[src/rtl/slot_allocator_pkg.sv]
// slot_allocator_pkg: shared definitions for the slot allocator.
//   NUM_SLOTS   - number of managed slots (8)
//   slot_idx_t  - 3-bit slot index
//   search_t    - 4-bit search result; SEARCH_NONE (8) means no slot is free
//   state_t     - allocator FSM states
package slot_allocator_pkg;
  localparam int NUM_SLOTS = 8;

  typedef logic [2:0] slot_idx_t;
  typedef logic [3:0] search_t;

  localparam search_t SEARCH_NONE = 4'd8;

  typedef enum logic [1:0] {
    ST_INIT = 2'd0,
    ST_RUN  = 2'd1,
    ST_FULL = 2'd2
  } state_t;
endpackage

[src/rtl/slot_allocator_first_free_8.sv]
// first_free_8: combinational lowest-free-slot search.
//   map - 8-bit occupancy map, bit i=1 means slot i is taken
//   idx - index of the lowest clear bit, or SEARCH_NONE (8) when all are set
module first_free_8
  import slot_allocator_pkg::*;
(
  input  logic [7:0] map,
  output search_t    idx
);

  // Scan from the top down so the last (lowest) clear bit wins.
  always_comb begin
    idx = SEARCH_NONE;
    for (int i = 7; i >= 0; i--) begin
      if (!map[i]) idx = search_t'(i);
    end
  end

endmodule

[src/rtl/slot_allocator.sv]
// slot_allocator: hands out the lowest free of 8 slots, one per cycle.
//   clk, rst      - clock, synchronous active-high reset
//   alloc_req     - request a slot; granted via alloc_gnt/alloc_idx one cycle later
//   free_vld/idx  - release one slot; releasing a free slot pulses err_dbl_free
//   flush         - release every slot (overrides alloc and free)
//   ready         - allocator out of its post-reset INIT cycle
//   busy_map      - occupancy, bit i=1 means slot i is allocated
//   free_cnt/full - number of free slots, and free_cnt==0
module slot_allocator #(
  parameter int NUM_SLOTS = slot_allocator_pkg::NUM_SLOTS
) (
  input  logic       clk,
  input  logic       rst,
  input  logic       alloc_req,
  output logic       alloc_gnt,
  output logic [2:0] alloc_idx,
  input  logic       free_vld,
  input  logic [2:0] free_idx,
  input  logic       flush,
  output logic       ready,
  output logic [7:0] busy_map,
  output logic [3:0] free_cnt,
  output logic       full,
  output logic       err_dbl_free
);
  import slot_allocator_pkg::*;

  state_t    state_q, state_d;
  logic [7:0] busy_map_q, busy_map_d;
  logic [3:0] free_cnt_q, free_cnt_d;
  logic       alloc_gnt_q, alloc_gnt_d;
  slot_idx_t  alloc_idx_q, alloc_idx_d;
  logic       err_q, err_d;

  search_t search;
  logic    accept, free_hit, free_miss;

  // Search runs on the registered map, so a slot freed this cycle is not
  // visible to a same-cycle request.
  first_free_8 u_first_free (
    .map (busy_map_q),
    .idx (search)
  );

  assign ready     = (state_q == ST_RUN) || (state_q == ST_FULL);
  assign accept    = alloc_req && (state_q == ST_RUN) && (search != SEARCH_NONE);
  assign free_hit  = free_vld &&  busy_map_q[free_idx];
  assign free_miss = free_vld && !busy_map_q[free_idx];

  always_comb begin
    state_d     = state_q;
    busy_map_d  = busy_map_q;
    free_cnt_d  = free_cnt_q;
    alloc_gnt_d = 1'b0;
    alloc_idx_d = alloc_idx_q;
    err_d       = 1'b0;
    if (flush) begin
      busy_map_d = '0;
      free_cnt_d = 4'(NUM_SLOTS);
      state_d    = ST_RUN;
    end else begin
      // free_hit targets a busy bit and accept a clear one, so they never collide.
      if (free_hit) busy_map_d[free_idx] = 1'b0;
      if (accept) begin
        busy_map_d[search[2:0]] = 1'b1;
        alloc_idx_d             = search[2:0];
      end
      alloc_gnt_d = accept;
      err_d       = free_miss;
      free_cnt_d  = free_cnt_q + 4'(free_hit) - 4'(accept);
      unique case (state_q)
        ST_INIT: state_d = ST_RUN;
        ST_RUN:  if (free_cnt_d == 4'd0) state_d = ST_FULL;
        ST_FULL: if (free_cnt_d != 4'd0) state_d = ST_RUN;
        default: state_d = ST_INIT;
      endcase
    end
  end

  always_ff @(posedge clk) begin
    if (rst) begin
      state_q     <= ST_INIT;
      busy_map_q  <= '0;
      free_cnt_q  <= 4'(NUM_SLOTS);
      alloc_gnt_q <= 1'b0;
      alloc_idx_q <= '0;
      err_q       <= 1'b0;
    end else begin
      state_q     <= state_d;
      busy_map_q  <= busy_map_d;
      free_cnt_q  <= free_cnt_d;
      alloc_gnt_q <= alloc_gnt_d;
      alloc_idx_q <= alloc_idx_d;
      err_q       <= err_d;
    end
  end

  assign alloc_gnt    = alloc_gnt_q;
  assign alloc_idx    = alloc_idx_q;
  assign busy_map     = busy_map_q;
  assign free_cnt     = free_cnt_q;
  assign full         = (free_cnt_q == 4'd0);
  assign err_dbl_free = err_q;

endmodule
[config.mk]
export PLATFORM = sky130hd
export DESIGN_NAME = slot_allocator
export DESIGN_NICKNAME = d
export VERILOG_FILES = /design/src/rtl/slot_allocator_pkg.sv /design/src/rtl/slot_allocator_first_free_8.sv /design/src/rtl/slot_allocator.sv
export SDC_FILE = /design/constraint.sdc
export NUM_CORES = 1
export LEC_CHECK = 0
export ABC_AREA = 0
export CORE_UTILIZATION = 52
export CTS_CLUSTER_SIZE = 30
export DETAILED_ROUTE_END_ITERATION = 6
export PLACE_DENSITY = 0.83
export SYNTH_ARGS = -nofsm -noshare
export SYNTH_HDL_FRONTEND = slang
export SYNTH_SLANG_ARGS = --single-unit
[constraint.sdc]
create_clock -name clk -period 10.7 [get_ports clk]
set_clock_uncertainty 0.05 [all_clocks]
set_input_delay 1.605 -clock clk [delete_from_list [all_inputs] [get_ports clk]]
set_output_delay 1.605 -clock clk [all_outputs]
set_load 0.02 [all_outputs]
Word-level counts from Yosys, hierarchy flattened
Index checks and enable logic that the tools add are counted.

Register bits after elaboration: 19. Latch bits: 0. Memory bits (writable): 0. ROM bits: 0. Output and inout port bits: 19. Memories kept: 0.

$add $sub $neg: 2. Multiply operators: 0. Div/mod/pow operators: 0. Order comparisons: 4. Eq/ne operators: 7. Shift operators: 0. Multiplexer cells: 21. Bitwise operators: 4. Reductions and logical operators: 16.

Operators with widths (number): $mux 4 (8); $mux 8 (3); $and 8x8->8 (1); $logic_not 4->1 (2); $lt 3x4->1 const B (2); $not 8->8 (1); $or 8x8->8 (1); $demux 1 s3 (2); $ge 3x1->1 const B (2); $logic_and 1x1->1 (6); $ne 3x2->1 const B (2); $pmux 2 s3 (1); $reduce_and 2->1 (3); $add 4x1->4 (1); $mux 1 (4); $mux 2 (2); $ne 2x1->1 const B (2); $ne 4x4->1 const B (1); $reduce_bool 4->1 (1); $sub 4x1->4 (1); $bmux 1 s3 (1); $eq 2x1->1 const B (1); $eq 2x2->1 const B (1); $logic_not 2->1 (1); other kinds (4) (4).

Logic depth before layout (Yosys ltp)
Depth in word-level cells: 15. Depth in mapped cells: 13.

Cells and area by module
Synthesis repeated with hierarchy kept, for this count alone.

Cell total of the unflattened synthesis: 146. Area total of the unflattened synthesis: 1187.4 um^2.

By module, submodules not included: slot_allocator (instances 1, cells an instance 133, area each 1112.3 um^2, seq. area each 380.4 um^2); first_free_8 (instances 1, cells an instance 13, area each 75.1 um^2, seq. area each 0.0 um^2).

Least setup slack after synthesis
OpenSTA, ideal clock, no wires.

Kind: input port to flip-flop. From: input free_idx[1]. To: register state_q[1]. Setup time: 66 ps. Arrival: 4761 ps. Slack: 5823 ps. Stages: 13. Buffers on the path: 1. Cells stage by stage: clkbuf_1 mux4_2 mux2_2 nand2_1 ha_1 inv_1 ha_1 fa_1 or3_1 a211o_1 and3_4 or3b_1 a21oi_2.

Longest elaborated chain between the ends: 8. Elaborated cells on any way between the ends: 10. Classes of those cells: add/sub (2); eq/ne (2); mux (2); reduce/logical (4).

Ends and longest elaborated chain: from (decl) (line slot_allocator.sv:18) `input logic [2:0] free_idx,`; $bmux 1 s3 * (line slot_allocator.sv:47) `assign free_hit = free_vld && busy_map_q[free_idx];`; $mux 1 (implied by the code) * (line slot_allocator.sv:47); $logic_and 1x1->1 * (line slot_allocator.sv:47); $add 4x1->4 * (line slot_allocator.sv:70) `free_cnt_d = free_cnt_q + 4'(free_hit) - 4'(accept);`; $sub 4x1->4 * (line slot_allocator.sv:70); $reduce_bool 4->1 or $logic_not 4->1 (tied branches) (line slot_allocator.sv:74, slot_allocator.sv:73); $ne 2x1->1 (no source line); $reduce_and 2->1 (no source line) *; to (signal assigned) (line slot_allocator.sv:89) `state_q <= state_d;`; to (decl) (line slot_allocator.sv:28) `state_t state_q, state_d;`.

Every way passes the cells marked *; elsewhere a longest branch is shown, timed or not. The select of a mux whose other input is x is not followed. A chain may end at the register's enable or synchronous reset.

Worst setup path in the final report
From: input free_idx[0]. To: register state_q[1].

Same word-level chain as after synthesis.

==> metrics.md <==
| Metric | Value |
|---|---|
| Status | finished clean |
| Worst-path clk slew | 0.11 ns |
| Post-route ant nets | 0 |
| Share of post-route cells with drive strength above 1 | 0.06707 |
| Synth top area cells | dfxtp_1 (33%), ha_1 (11%), nand2_1 (5.5%), nor2_1 (4.9%), a21oi_1 (3.9%) |
| # DRC | 0 |
| TritonRoute pass-1 iters | 4 |
| Crit path buf inv count | 2 |
| # setup viols final | 0 |
| CTS buffer count | 3 |
| Htree depth | 1 |
| Netlist cell types | 40 |
| Final wirelength | between 2000 and 3000 microns |
| Async SR Flop Fraction | 0 |
| Vias | approximately 1100 |
| HPWL after DPL | 1985 microns |
| Vias in the first global route | 1003 |
| Post-Layout Cell Count | 191 |
| Count leader, synth | dfxtp_1 |
| Synthesized flop and latch total | 19 |
| DIE AREA | 2403 sq um |
| Initial DRC count | 64 |
| CP max FO | 8 |
| Avg WL per Cell | 13.68 microns |
| CTS Buffer Depth | 2 |
| Post-layout power | 0.0001580 W |
| Placer Congestion | 0.9427 |
| Seq/Total Area, Yosys | 0.3308 |
| Lkg Pwr | 0.5312 nW |
| Area growth, synth to finish | 26.44% |
| Maximum VDD drop | between 0.07 and 0.08 mV |
| Required time worst endpoint | 10.89 ns |
| Overall routing resource usage | 0.2353 |
| Avg Cell Area, Syn | between 8 and 9 sq um |
| Via/cell ratio | 5.764 |
| Crit start category | input pin |
| RSZ-0062 raised after global routing | false |
| Fin nets | 184 |
| Die X | 49.03 microns |
| Largest net degree at the start of global routing | 14 |
| Worst setup EP type | register |
| Total gr overflow | 0 |
| Critical Path AT | 5.33 ns |
| Yosys top cell by area | dfxtp_1 |
| Number of synthesized flops with an enable pin | 0 |
| Crit Path Class | in2reg |
| Final Hold Slack | 0.4234 ns |
| Root buf cell | clkbuf_4 |
| CORE AREA | 2022 sq um |
| PwrDens | 108.7 nW/um^2 |
| I/O Pins | 27 |
| HP Class | reg2reg |
| Max Cap Viol | 0 |
| Fmax | 194.6 MHz |
| Starting Density | 0.5687 |
| Ys Warns | 0 |
| Top_reg_cell synth | dfxtp_1 |
| Final period util | 0.4804 |
| Cell mode on critical path | ha_1 |
| Clock sink total | 19 |
| Worst path slowest cell | clkdlybuf4s50_1 |
| Setup bufs post-CTS | 0 |
| Port bufs | 26 |
| Mapped Cells | approximately 140 |
| Placed cells | 187 |
| Max-slew violations | 0 |
| Post_cts resized | 0 |
| Minimum clock period | 5.140 ns |
| Critical path's top delay family | simple AND/OR/NAND/NOR gates |
| Total negative setup slack | 0 ns |
| CTS tree | done |
| N_diodes | 0 |
| First-pass GRT wire length | 4367 microns |
| CP max stage delay | 0.64 ns |
| # hold bufs at CTS | 0 |
| Commonest cells in the synthesized netlist | dfxtp_1 (19), nand2_1 (17), nor2_1 (15) |
| Worst skew pair latency | 0.29 ns |
| Die Y | around 50 microns |
| Final hold vios | 0 |
| Slew @ Worst Pin | approximately 0.63 ns |
| Max transition margin | 0.5720 |
| Syn nets | 157 |
| Initial antenna violation count | 0 |
| Worst path cell trace | clkdlybuf4s50_1 -> mux4_2 -> mux2_2 -> nand2_1 -> ha_1 -> inv_1 -> ha_1 -> fa_1 -> or3_1 -> a211o_1 -> and3_4 -> or3b_1 -> a21oi_2 |
| Synth top area share | 0.3308 |
| Row cnt | 16 |
| Mapped cell area | 1150 sq um |
-- layout by cell type (no fill, tap or decap), types with 2 or more instances in the layout --
| cell type | instances |
|---|---|
| inv_1 | 10 |
| or2_2 | 2 |
| o21ai_0 | 6 |
| nor3b_1 | 2 |
| nand2_1 | 17 |
| and2_1 | 2 |
| nor3_1 | 3 |
| a21boi_0 | 2 |
| clkdlybuf4s50_1 | 26 |
| clkbuf_4 | 3 |
| nor2_1 | 15 |
| mux4_2 | 2 |
| nand4_1 | 2 |
| nor2b_1 | 3 |
| a21oi_1 | 9 |
| nand3_1 | 2 |
| xor2_1 | 2 |
| o21a_1 | 2 |
| ha_1 | 10 |
| dfxtp_1 | 19 |
| nor4_1 | 2 |
| o211ai_1 | 2 |
| a31oi_1 | 3 |
-- sequential cells by signal (all words and copies together), names as in the netlist --
| signal | count |
|---|---|
| busy_map | 8 |
| free_cnt | 4 |
| alloc_idx | 3 |
| state_q | 2 |
| alloc_gnt | 1 |
| err_dbl_free | 1 |
-- worst register-to-register path: cells and delay by family (launching register included) --
| kind | cells | cell delay (ns) |
|---|---|---|
| simple gates | 4 | 1.15 |
| fa+ha+maj | 3 | 0.96 |
| compound gates | 3 | 0.99 |
| buf+inv | 2 | 0.14 |
| flops | 1 | 0.60 |
-- layer usage --
metal  routed length, microns  global-route usage
met1                     1171              0.3069
met4                       34              0.1225
met2                     1239              0.3681
met3                      168             0.04361
met5                        0                   0
-- stage by stage --
stage                     setup WS, ns  utilization  area [sq um]
after floorplan                  5.823            -          1150
after global placement           5.348       0.7061          1428
after detailed placement         5.257       0.7061          1428
after CTS                        5.569       0.7191          1454
after global routing             5.305       0.7191          1454
final                            5.560       0.7191          1454
-- kinds of logic after synthesis --
logic type	after synthesis	synth area share
compound gates	34	0.1970
xor+xnor	3	0.02286
fa+ha+maj	11	0.1262
buf+inv	14	0.04679
flops	19	0.3308
mux	3	0.04896
simple gates	54	0.2274
-- cell type report --
type                       count  area (sq um)
multi-input combinational    105         715.7
timing repair buffer          26         260.3
sequential                    19         380.4
clock buffer                   4         26.28
fill                         167         568.0
tap                           27         33.78
inverter                      10         37.54
-- path summary, 6_finish.rpt --
kind                        startpoint                        end  slack (ns)  depth (start not counted)
max                        free_idx[0]    state_q[1]$_SDFFE_PP0P_        5.56                         13
max reg2reg     busy_map[0]$_SDFF_PP0_    state_q[1]$_SDFFE_PP0P_        6.75                         12
min reg2reg  alloc_idx[1]$_SDFFE_PP0P_  alloc_idx[1]$_SDFFE_PP0P_        0.42                          2
min          alloc_idx[1]$_SDFFE_PP0P_  alloc_idx[1]$_SDFFE_PP0P_        0.42                          2
-- power breakdown --
group / leakage [nW] / switching, W / internal [W]
combinational: 0.362 / 0.0000238 / 0.0000212
clock: 0.0150 / 0.0000222 / 0.0000145
sequential: 0.154 / 0.00000285 / 0.0000734
Note: power is estimated with default switching activity, not from simulation.
